## src/rtl/pipelined_shifter_pkg.sv

```systemverilog
// Opcode encodings and the per-op control tag that travels with shifter data.
package shifter_pkg;

  localparam int OPC_W = 5;

  typedef enum logic [OPC_W-1:0] {
    OP_SLL = 5'b00100,
    OP_SRA = 5'b00101,
    OP_SRL = 5'b00110,
    OP_ROR = 5'b00111
  } shift_op_e;

  typedef struct packed {
    logic [OPC_W-1:0] opcode;
    logic             sign;
  } shift_tag_t;

  // All four shift opcodes share the 001xx prefix.
  function automatic logic is_shift_op(input logic [OPC_W-1:0] op);
    return op[4:2] == 3'b001;
  endfunction

endpackage

```

## src/rtl/pipelined_shifter_if.sv

```systemverilog
// Operand/result handshake bundle between the ALU operand muxes and the shifter.
interface pipelined_shifter_if #(
  parameter int WIDTH = 32
);
  localparam int SHAMT_W = $clog2(WIDTH);

  logic               in_valid;
  logic               in_ready;
  logic [WIDTH-1:0]   data_in;
  logic [SHAMT_W-1:0] shift_ctrl;
  logic [4:0]         ctrl_ALUopcode;
  logic               out_valid;
  logic               out_ready;
  logic [WIDTH-1:0]   data_out;
  logic               data_zero;

  modport master (
    output in_valid, data_in, shift_ctrl, ctrl_ALUopcode, out_ready,
    input  in_ready, out_valid, data_out, data_zero
  );

  modport slave (
    input  in_valid, data_in, shift_ctrl, ctrl_ALUopcode, out_ready,
    output in_ready, out_valid, data_out, data_zero
  );

endinterface

```

## src/rtl/pipelined_shifter_stage.sv

```systemverilog
// One pipeline stage: N_LEVELS shift-by-2^k muxes starting at LO_LEVEL, then a
// valid/ready payload register that advances when empty or downstream is ready.
module shift_stage
  import shifter_pkg::*;
#(
  parameter int WIDTH    = 32,
  parameter int LO_LEVEL = 0,
  parameter int N_LEVELS = 1
) (
  input  logic                     clock,
  input  logic                     reset_n,
  input  logic                     i_valid,
  input  logic [WIDTH-1:0]         i_data,
  input  logic [$clog2(WIDTH)-1:0] i_shamt,
  input  shift_tag_t               i_tag,
  input  logic                     i_ready,
  output logic                     o_valid,
  output logic [WIDTH-1:0]         o_data,
  output logic [$clog2(WIDTH)-1:0] o_shamt,
  output shift_tag_t               o_tag
);
  localparam int SHAMT_W = $clog2(WIDTH);

  // n is always a power of two in 1..WIDTH/2, so WIDTH-n never reaches 0 or WIDTH.
  function automatic logic [WIDTH-1:0] level_shift(input logic [WIDTH-1:0] d,
                                                   input int n, input shift_tag_t t);
    case (t.opcode)
      OP_SLL:  level_shift = d << n;
      OP_SRL:  level_shift = d >> n;
      OP_SRA:  level_shift = (d >> n) | ({WIDTH{t.sign}} << (WIDTH - n));
      OP_ROR:  level_shift = (d >> n) | (d << (WIDTH - n));
      default: level_shift = d;
    endcase
  endfunction

  logic [N_LEVELS:0][WIDTH-1:0] w_lvl;
  logic                         w_adv;

  logic               r_valid;
  logic [WIDTH-1:0]   r_data;
  logic [SHAMT_W-1:0] r_shamt;
  shift_tag_t         r_tag;

  assign w_lvl[0] = i_data;
  for (genvar k = 0; k < N_LEVELS; k++) begin : g_lvl
    assign w_lvl[k+1] = i_shamt[LO_LEVEL+k] ? level_shift(w_lvl[k], 1 << (LO_LEVEL + k), i_tag)
                                            : w_lvl[k];
  end

  assign w_adv = !r_valid | i_ready;

  always_ff @(posedge clock or negedge reset_n) begin
    if (!reset_n) begin
      r_valid <= 1'b0;
      r_data  <= '0;
      r_shamt <= '0;
      r_tag   <= '0;
    end else if (w_adv) begin
      r_valid <= i_valid;
      if (i_valid) begin
        r_data  <= w_lvl[N_LEVELS];
        r_shamt <= i_shamt;
        r_tag   <= i_tag;
      end
    end
  end

  assign o_valid = r_valid;
  assign o_data  = r_data;
  assign o_shamt = r_shamt;
  assign o_tag   = r_tag;

endmodule

```

## src/rtl/pipelined_shifter.sv

```systemverilog
// Pipelined barrel shifter (SLL/SRA/SRL/ROR); log2(WIDTH) levels spread over STAGES
// registered stages with full-throughput valid/ready back-pressure.
module pipelined_shifter
  import shifter_pkg::*;
#(
  parameter int WIDTH  = 32,
  parameter int STAGES = 2
) (
  input logic                clock,
  input logic                reset_n,
  pipelined_shifter_if.slave bus
);
  localparam int SHAMT_W = $clog2(WIDTH);
  localparam int LPS     = (SHAMT_W + STAGES - 1) / STAGES;

  // Index 0 is the input boundary, index s+1 is the output register of stage s.
  logic       [STAGES:0]              w_vld_pipe;
  logic       [STAGES:0]              w_rdy_pipe;
  logic       [STAGES:0][WIDTH-1:0]   w_data;
  logic       [STAGES:0][SHAMT_W-1:0] w_shamt;
  shift_tag_t [STAGES:0]              w_tag;
  logic                               w_op_ok;

  // Unknown opcodes enter as zero data with no sign, so every level leaves them zero.
  assign w_op_ok          = is_shift_op(bus.ctrl_ALUopcode);
  assign w_vld_pipe[0]    = bus.in_valid;
  assign w_data[0]        = w_op_ok ? bus.data_in : '0;
  assign w_shamt[0]       = bus.shift_ctrl;
  assign w_tag[0].opcode  = bus.ctrl_ALUopcode;
  assign w_tag[0].sign    = w_op_ok & bus.data_in[WIDTH-1];

  assign w_rdy_pipe[STAGES] = bus.out_ready;
  assign bus.in_ready       = w_rdy_pipe[0];

  for (genvar s = 0; s < STAGES; s++) begin : g_stage
    localparam int LO = (s * LPS < SHAMT_W) ? s * LPS : SHAMT_W;
    localparam int HI = ((s + 1) * LPS < SHAMT_W) ? (s + 1) * LPS : SHAMT_W;

    // Unrolled form of ready_s = !valid_s | ready_{s+1}: any empty slot downstream frees stage s.
    assign w_rdy_pipe[s] = bus.out_ready | ~&w_vld_pipe[STAGES:s+1];

    shift_stage #(
      .WIDTH    (WIDTH),
      .LO_LEVEL (LO),
      .N_LEVELS (HI - LO)
    ) u_stage (
      .clock   (clock),
      .reset_n (reset_n),
      .i_valid (w_vld_pipe[s]),
      .i_data  (w_data[s]),
      .i_shamt (w_shamt[s]),
      .i_tag   (w_tag[s]),
      .i_ready (w_rdy_pipe[s+1]),
      .o_valid (w_vld_pipe[s+1]),
      .o_data  (w_data[s+1]),
      .o_shamt (w_shamt[s+1]),
      .o_tag   (w_tag[s+1])
    );
  end

  assign bus.out_valid = w_vld_pipe[STAGES];
  assign bus.data_out  = w_data[STAGES];
  assign bus.data_zero = w_vld_pipe[STAGES] & ~|w_data[STAGES];

  logic w_unused;
  assign w_unused = ^{w_shamt[STAGES], w_tag[STAGES]};

endmodule

```

## src/flat_wrapper.sv

```systemverilog
// flat-port wrapper written by rule: the top's interface ports become plain ports
module pipelined_shifter_flat import shifter_pkg::*;
#(
  parameter int WIDTH  = 32,
  parameter int STAGES = 2
)
  (clock, reset_n, bus_in_valid, bus_data_in, bus_shift_ctrl, bus_ctrl_ALUopcode, bus_out_ready, bus_in_ready, bus_out_valid, bus_data_out, bus_data_zero);
  pipelined_shifter_if #(.WIDTH(WIDTH)) bus_i ();
  input logic clock;
  input logic reset_n;
  input wire logic [$bits(bus_i.in_valid)-1:0] bus_in_valid;
  input wire logic [$bits(bus_i.data_in)-1:0] bus_data_in;
  input wire logic [$bits(bus_i.shift_ctrl)-1:0] bus_shift_ctrl;
  input wire logic [$bits(bus_i.ctrl_ALUopcode)-1:0] bus_ctrl_ALUopcode;
  input wire logic [$bits(bus_i.out_ready)-1:0] bus_out_ready;
  output wire logic [$bits(bus_i.in_ready)-1:0] bus_in_ready;
  output wire logic [$bits(bus_i.out_valid)-1:0] bus_out_valid;
  output wire logic [$bits(bus_i.data_out)-1:0] bus_data_out;
  output wire logic [$bits(bus_i.data_zero)-1:0] bus_data_zero;
  assign bus_i.in_valid = bus_in_valid;
  assign bus_i.data_in = bus_data_in;
  assign bus_i.shift_ctrl = bus_shift_ctrl;
  assign bus_i.ctrl_ALUopcode = bus_ctrl_ALUopcode;
  assign bus_i.out_ready = bus_out_ready;
  assign bus_in_ready = bus_i.in_ready;
  assign bus_out_valid = bus_i.out_valid;
  assign bus_data_out = bus_i.data_out;
  assign bus_data_zero = bus_i.data_zero;
  pipelined_shifter #(.WIDTH(WIDTH), .STAGES(STAGES)) u_core (.clock(clock), .reset_n(reset_n), .bus(bus_i));
endmodule
```

## config.mk

```make
export PLATFORM = sky130hd
export DESIGN_NAME = pipelined_shifter_flat
export DESIGN_NICKNAME = d
export VERILOG_FILES = /design/src/rtl/pipelined_shifter_pkg.sv /design/src/rtl/pipelined_shifter_if.sv /design/src/rtl/pipelined_shifter_stage.sv /design/src/rtl/pipelined_shifter.sv /design/src/flat_wrapper.sv
export SDC_FILE = /design/constraint.sdc
export NUM_CORES = 1
export LEC_CHECK = 0
export CORE_MARGIN = 2
export CORE_UTILIZATION = 60
export DETAILED_ROUTE_END_ITERATION = 10
export PLACE_DENSITY = 0.87
export SLEW_MARGIN = 10
export SYNTH_ARGS = -nofsm -noshare
export SYNTH_HDL_FRONTEND = slang
export SYNTH_SLANG_ARGS = --single-unit
```

## constraint.sdc

```tcl
create_clock -name clock -period 5 [get_ports clock]
set_input_delay 1.25 -clock clock [delete_from_list [all_inputs] [get_ports clock]]
set_output_delay 1.25 -clock clock [all_outputs]
set_load 0.02 [all_outputs]
```

# ---- Word-level counts from Yosys, hierarchy flattened
# Cells that the tools add are included.
dict set report word_totals {
  input_bits 46
  regBits 77
}
dict set report classes {
  n_mux 11
  n_eq_ne 9
  bitwise 15
  n_reduce_logical 8
}
# operator n
set op_table {}
lappend op_table {{one-hot mux 32 bit (4 select lines)} 5}
lappend op_table {{2-to-1 mux 32 bit} 6}
lappend op_table {{bitwise OR 16 x 32 -> 32 bit} 2}
lappend op_table {{bitwise OR 24 x 32 -> 32 bit} 2}
lappend op_table {{bitwise OR 28 x 32 -> 32 bit} 2}
lappend op_table {{bitwise OR 30 x 32 -> 32 bit} 2}
lappend op_table {{bitwise OR 31 x 32 -> 32 bit} 2}
lappend op_table {{== test 5 x 3 -> 1 bit (second input constant)} 8}
lappend op_table {{OR reduction 32 bit} 1}
lappend op_table {{AND reduction 2 bit} 3}
lappend op_table {{logical NOT 1 bit} 4}
lappend op_table {{== test 3 x 1 -> 1 bit (second input constant)} 1}
lappend op_table {{bitwise OR 1 bit} 3}
lappend op_table {{AND 1 bit} 2}

# ---- Logic depth before layout (Yosys ltp)
dict set report logic_depth {
  ltp_word 11
  mapped_depth 8
  depth_no_buf 5
}

# ---- By module
# Synthesis repeated with hierarchy kept, for this count alone.
dict set report unflattened {
  cells_unflattened 925
  area_unflattened_um2 7771.2
}
# mod area_each_um2 seq_area_each_um2 instances cells_each
set by_module_without_submodules {}
lappend by_module_without_submodules {{shift_stage (u_core.g_stage[0].u_stage)} 4364.2 1101.1 1 543}
lappend by_module_without_submodules {{shift_stage (u_core.g_stage[1].u_stage)} 3039.2 1101.1 1 332}
lappend by_module_without_submodules {pipelined_shifter 367.9 0.0 1 50}

# ---- Worst setup path before layout
# No wires, ideal clock.
dict set report synth_path {
  path_kind {input to register}
  start {input bus_ctrl_ALUopcode[0]}
  end {register u_core.g_stage[0].u_stage.r_data[22]}
  setup_time_ns 0.124
  setup_slack_ns 2.072
  n_path_buf 2
  stages 7
  t_required_ns 4.876
  t_arrival_ns 2.804
  cell_sequence {buf_6 nor2_4 buf_2 mux4_2 a32oi_1 nor2_1 a211o_1}
}
dict set report synth_between {
  elab_chain_len 9
  word_cells_on_any_way 14
}
# item line
set synth_rtl {}
lappend synth_rtl {{start: declaration} flat_wrapper.sv:14} ;# input wire logic [$bits(bus_i.ctrl_ALUopcode)-1:0] bus_ctrl_ALUopcode;
lappend synth_rtl {{== test 5 x 3 -> 1 bit} pipelined_shifter_stage.sv:27} ;# case (t.opcode)
lappend synth_rtl {{one-hot mux 32 bit (4 select lines)} pipelined_shifter_stage.sv:27}
lappend synth_rtl {{2-to-1 mux 32 bit} pipelined_shifter_stage.sv:46} ;# assign w_lvl[k+1] = i_shamt[LO_LEVEL+k] ? level_shift(w_lvl[k], 1 << (LO_LEVEL + k), i_tag)
lappend synth_rtl {{bitwise OR 30 x 32 -> 32 bit (on tied branches)} {pipelined_shifter_stage.sv:31, pipelined_shifter_stage.sv:30}}
lappend synth_rtl {{one-hot mux 32 bit (4 select lines)} pipelined_shifter_stage.sv:27}
lappend synth_rtl {{2-to-1 mux 32 bit} pipelined_shifter_stage.sv:46}
lappend synth_rtl {{bitwise OR 28 x 32 -> 32 bit (on tied branches)} {pipelined_shifter_stage.sv:31, pipelined_shifter_stage.sv:30}}
lappend synth_rtl {{one-hot mux 32 bit (4 select lines)} pipelined_shifter_stage.sv:27}
lappend synth_rtl {{2-to-1 mux 32 bit (*)} pipelined_shifter_stage.sv:46}
lappend synth_rtl {{end signal: assignment} pipelined_shifter_stage.sv:61} ;# r_data <= w_lvl[N_LEVELS];
lappend synth_rtl {{end: declaration} pipelined_shifter_stage.sv:40} ;# logic [WIDTH-1:0] r_data;
# Mark *: on every way between the ends. The rest lies on a longest branch, timed or not.
# A chain may end at the register's enable or synchronous reset.

# ---- Final worst setup path
dict set report layout_path {
  start {input bus_out_ready}
  end {output bus_in_ready}
}
dict set report layout_between {
  elab_chain_len 1
}
# item line
set layout_rtl {}
lappend layout_rtl {{start: declaration} flat_wrapper.sv:15} ;# input wire logic [$bits(bus_i.out_ready)-1:0] bus_out_ready;
lappend layout_rtl {{bitwise OR 1 bit} pipelined_shifter.sv:40} ;# assign w_rdy_pipe[s] = bus.out_ready | ~&w_vld_pipe[STAGES:s+1];
lappend layout_rtl {{end: declaration} flat_wrapper.sv:16} ;# output wire logic [$bits(bus_i.in_ready)-1:0] bus_in_ready;
# Every way passes these cells.

==> results.py <==
metrics = {
    "status": {
        "status": "finished, final reports clean",
    },
    "floorplanning": {
        "die-height_um": 110,
        "fp.dieW_um": 110,
        "die_area_sq_um": 12100,
        "row_count": 38,
        "io_pins": 81,
        "start_util_pct": 61.7,
        "core_sq_um": 10900,
    },
    "sta": {
        "finalHoldViolCount": 0,
        "finalMaxSlewViolations": 0,
        "fin_crit_ps": 3810,
        "finalSetupViolCount": 0,
        "hold_slack_ps": 515,
        "rsz0062_at_grt": "false",
        "finalCritPeriodShare_pct": 76.2,
        "fin_tns_setup_ps": 0,
        "worst_slew_pin_slew_ps": 1160,
        "setup_ws_ps": 1190,
        "max_slew_margin_pct": 22.4,
        "fmax_mhz": 262,
        "skew_ps": 16.2,
    },
    "global_routing": {
        "antenna_found_initial": 0,
        "grt_pass1_vias": 6757,
        "grt_usage_pct": 42.5,
        "grt_pass1_wl_um": 38600,
        "grt_max_degree": 82,
        "grt_overflow_total": 0,
    },
    "cts": {
        "clock_latency_ps": 370,
        "cts_tree": "yes",
        "cts.clk_slew.worst_paths_ps": 80,
        "clock_sinks": 74,
        "cts_setup_buffers": 0,
        "htreeDepth": 3,
        "root_buffer": "clkbuf_8",
        "cts_buffers": 9,
        "ctsResizeCount": 0,
        "ctsLongestPathBuffers": 2,
        "holdBufCountCts": 0,
    },
    "worst_setup_path": {
        "critical_path_buf_inv_count": 2,
        "reg2reg_depth": 5,
        "cp_max_fo": 5,
        "end_kind": "output pin",
        "critPathLaunchType": "input pin",
        "cp_cell_sequence": "clkdlybuf4s50_1 -> nand3b_1 -> clkdlybuf4s50_1",
        "critical_path_required_ps": 3750,
        "cpMaxStageDelayCell": "clkdlybuf4s50_1",
        "arrival_ps": 2560,
        "crit_family": "buffers and inverters",
        "cpMostUsedCell": "clkdlybuf4s50_1",
        "crit_cells": 3,
        "crit_type": "in2out",
        "cp_slowest_stage_delay_ps": 640,
    },
    "yosys": {
        "netlist_area_sq_um": 6710,
        "synth_fp_nets": 887,
        "async_flop_share_pct": 100,
        "yosys_warnings": 0,
        "yosysSeqAreaShare_pct": 27.6,
        "post_synth_num_cell_types": 85,
        "synth_edf_count": 0,
        "syn_area_per_cell_sq_um": 7.98,
        "synth_cells": 841,
        "synthFlopType": "dfrtp_1",
        "synth-seq-cells": 74,
    },
    "placed_design": {
        "io_buffer_count": 80,
        "dp_cells": 998,
        "dp_slack_ps": 894,
        "dp_hpwl_um": 18600,
        "gp_congestion": 1.07,
    },
    "detailed_routing": {
        "vias": 7629,
        "drt-initial-drc-count": 1243,
        "drcViolationCount": 0,
        "drtAntennaViolNets": 0,
        "routed_via_density": 7.53,
        "drtPass1Iterations": 7,
        "wirelength_um": 25300,
        "wire_per_inst_um": 25.0,
    },
    "power": {
        "p_int_mw": 1.23,
        "sw_frac_of_total_pct": 40.1,
        "combPwrFrac_pct": 39.8,
        "clockPowerShare_pct": 21.7,
        "p_switching_uw": 824,
        "p_per_area_nw_per_um2": 270,
        "max-vdd-ir-drop_uv": 235,
        "p_leak_nw": 2.81,
        "total_power_mw": 2.05,
        "p_seq_share_pct": 38.4,
    },
    "final_layout": {
        "final_nets": 915,
        "drive_gt1_share_pct": 11.1,
        "area_delta_synth_final_pct": 13.5,
        "n_antenna_cell": 0,
        "fin_cells": 1013,
        "nFillCells": 913,
        "seq_area_sq_um": 1850,
        "multiInputGateArea_sq_um": 4470,
        "layout_commonest_cell": "nor2_1",
        "final_cell_mix": "95 x nor2_1, 94 x nand2_1, 77 x clkdlybuf4s50_1",
    },
    "hold_path": {
        "hold_class": "reg2reg",
        "hold_depth": 2,
    },
    "flow_run": {
        "cap_violations": 0,
    },
}
per-layer routing:
| metal | track usage, % | share of wire (%) |
|---|---|---|
| met1 | 55.8 | 37 |
| met2 | 63.9 | 44 |
| met3 | 13.1 | 14 |
| met4 | 19.5 | 5.5 |
| met5 | 0 | 0 |
power groups by stage:
stage / clock (mW) / combinational [mW] / sequential (mW)
4_1_cts: 0.443 / 0.797 / 0.784
5_1_grt: 0.469 / 0.870 / 0.797
3_5_place_dp: 0 / 0.794 / 0.795
6_report: 0.446 / 0.818 / 0.790
3_3_place_gp: 0 / 0.780 / 0.789
2_1_floorplan: 0 / 0.422 / 0.834
Yosys cell counts (10+ instances only):
library cell | instances | area [sq um]
o21a_1 | 11 | 82.6
a31oi_1 | 18 | 113
nor2_1 | 95 | 357
mux4_2 | 16 | 360
o21ai_1 | 10 | 50.1
mux2i_1 | 13 | 130
nand2b_1 | 10 | 62.6
nand2_1 | 94 | 353
or3b_1 | 21 | 184
a31o_2 | 10 | 87.6
nor3_1 | 11 | 55.1
clkbuf_1 | 40 | 150
dfrtp_1 | 74 | 1850
a22oi_1 | 14 | 105
o21ai_0 | 60 | 300
nand3_1 | 39 | 195
a311oi_1 | 17 | 149
a211oi_1 | 14 | 105
a21oi_1 | 58 | 290
buf_2 | 27 | 135
through the flow:
stage | instance area, sq um | utilization (%)
finish | 7620 | 70.0
global route | 7620 | 70.0
CTS | 7620 | 70.0
detailed placement | 7440 | 68.3
global placement | 7440 | 68.3
floorplan | 6710 | -
final timing paths:
| kind | startpoint | end | slack, ps |
|---|---|---|---|
| max in group asynchronous | reset_n | u_core.g_stage[1].u_stage.o_data[10] | 3000 |
| worst max register to register | u_core.g_stage[0].u_stage.o_tag[4] | u_core.g_stage[1].u_stage.o_data[7] | 2270 |
| worst min-delay path | u_core.g_stage[0].u_stage.o_shamt[3] | u_core.g_stage[0].u_stage.o_shamt[3] | 520 |
| min in group asynchronous | reset_n | u_core.g_stage[0].u_stage.o_tag[3] | 970 |
| worst max-delay path | bus_out_ready | bus_in_ready | 1190 |
| worst min register to register | u_core.g_stage[0].u_stage.o_shamt[3] | u_core.g_stage[0].u_stage.o_shamt[3] | 520 |
cells by family after synthesis:
family	count (synthesis)	share of synthesized area (%)
flip-flops	74	27.6
AND/OR/NAND/NOR	324	24.1
AO/OA/AOI/OAI	321	34.1
multiplexers	35	8.31
buffers and inverters	87	5.91
layout make-up:
cell class | count | share of cell area, %
Clock buffer | 12 | 2.04
Tap cell | 140 | 2.30
Multi-Input combinational cell | 680 | 58.6
Sequential cell | 74 | 24.3
Timing Repair Buffer | 98 | 12.1
Clock inverter | 3 | 0.328
Inverter | 6 | 0.296
state kept, by name (all words and copies together) (netlist names):
register	cells
u_core.g_stage.u_stage.o_data	64
u_core.g_stage.u_stage.o_shamt	2
u_core.g_stage.u_stage.o_valid	2
u_core.g_stage.u_stage.o_tag	6
worst min-delay path: stages, from the launching register on:
cell and delay (ps):
dfrtp_1 370, nand2_1 60, nand2_1 60
(Power assumes the default switching activity.)
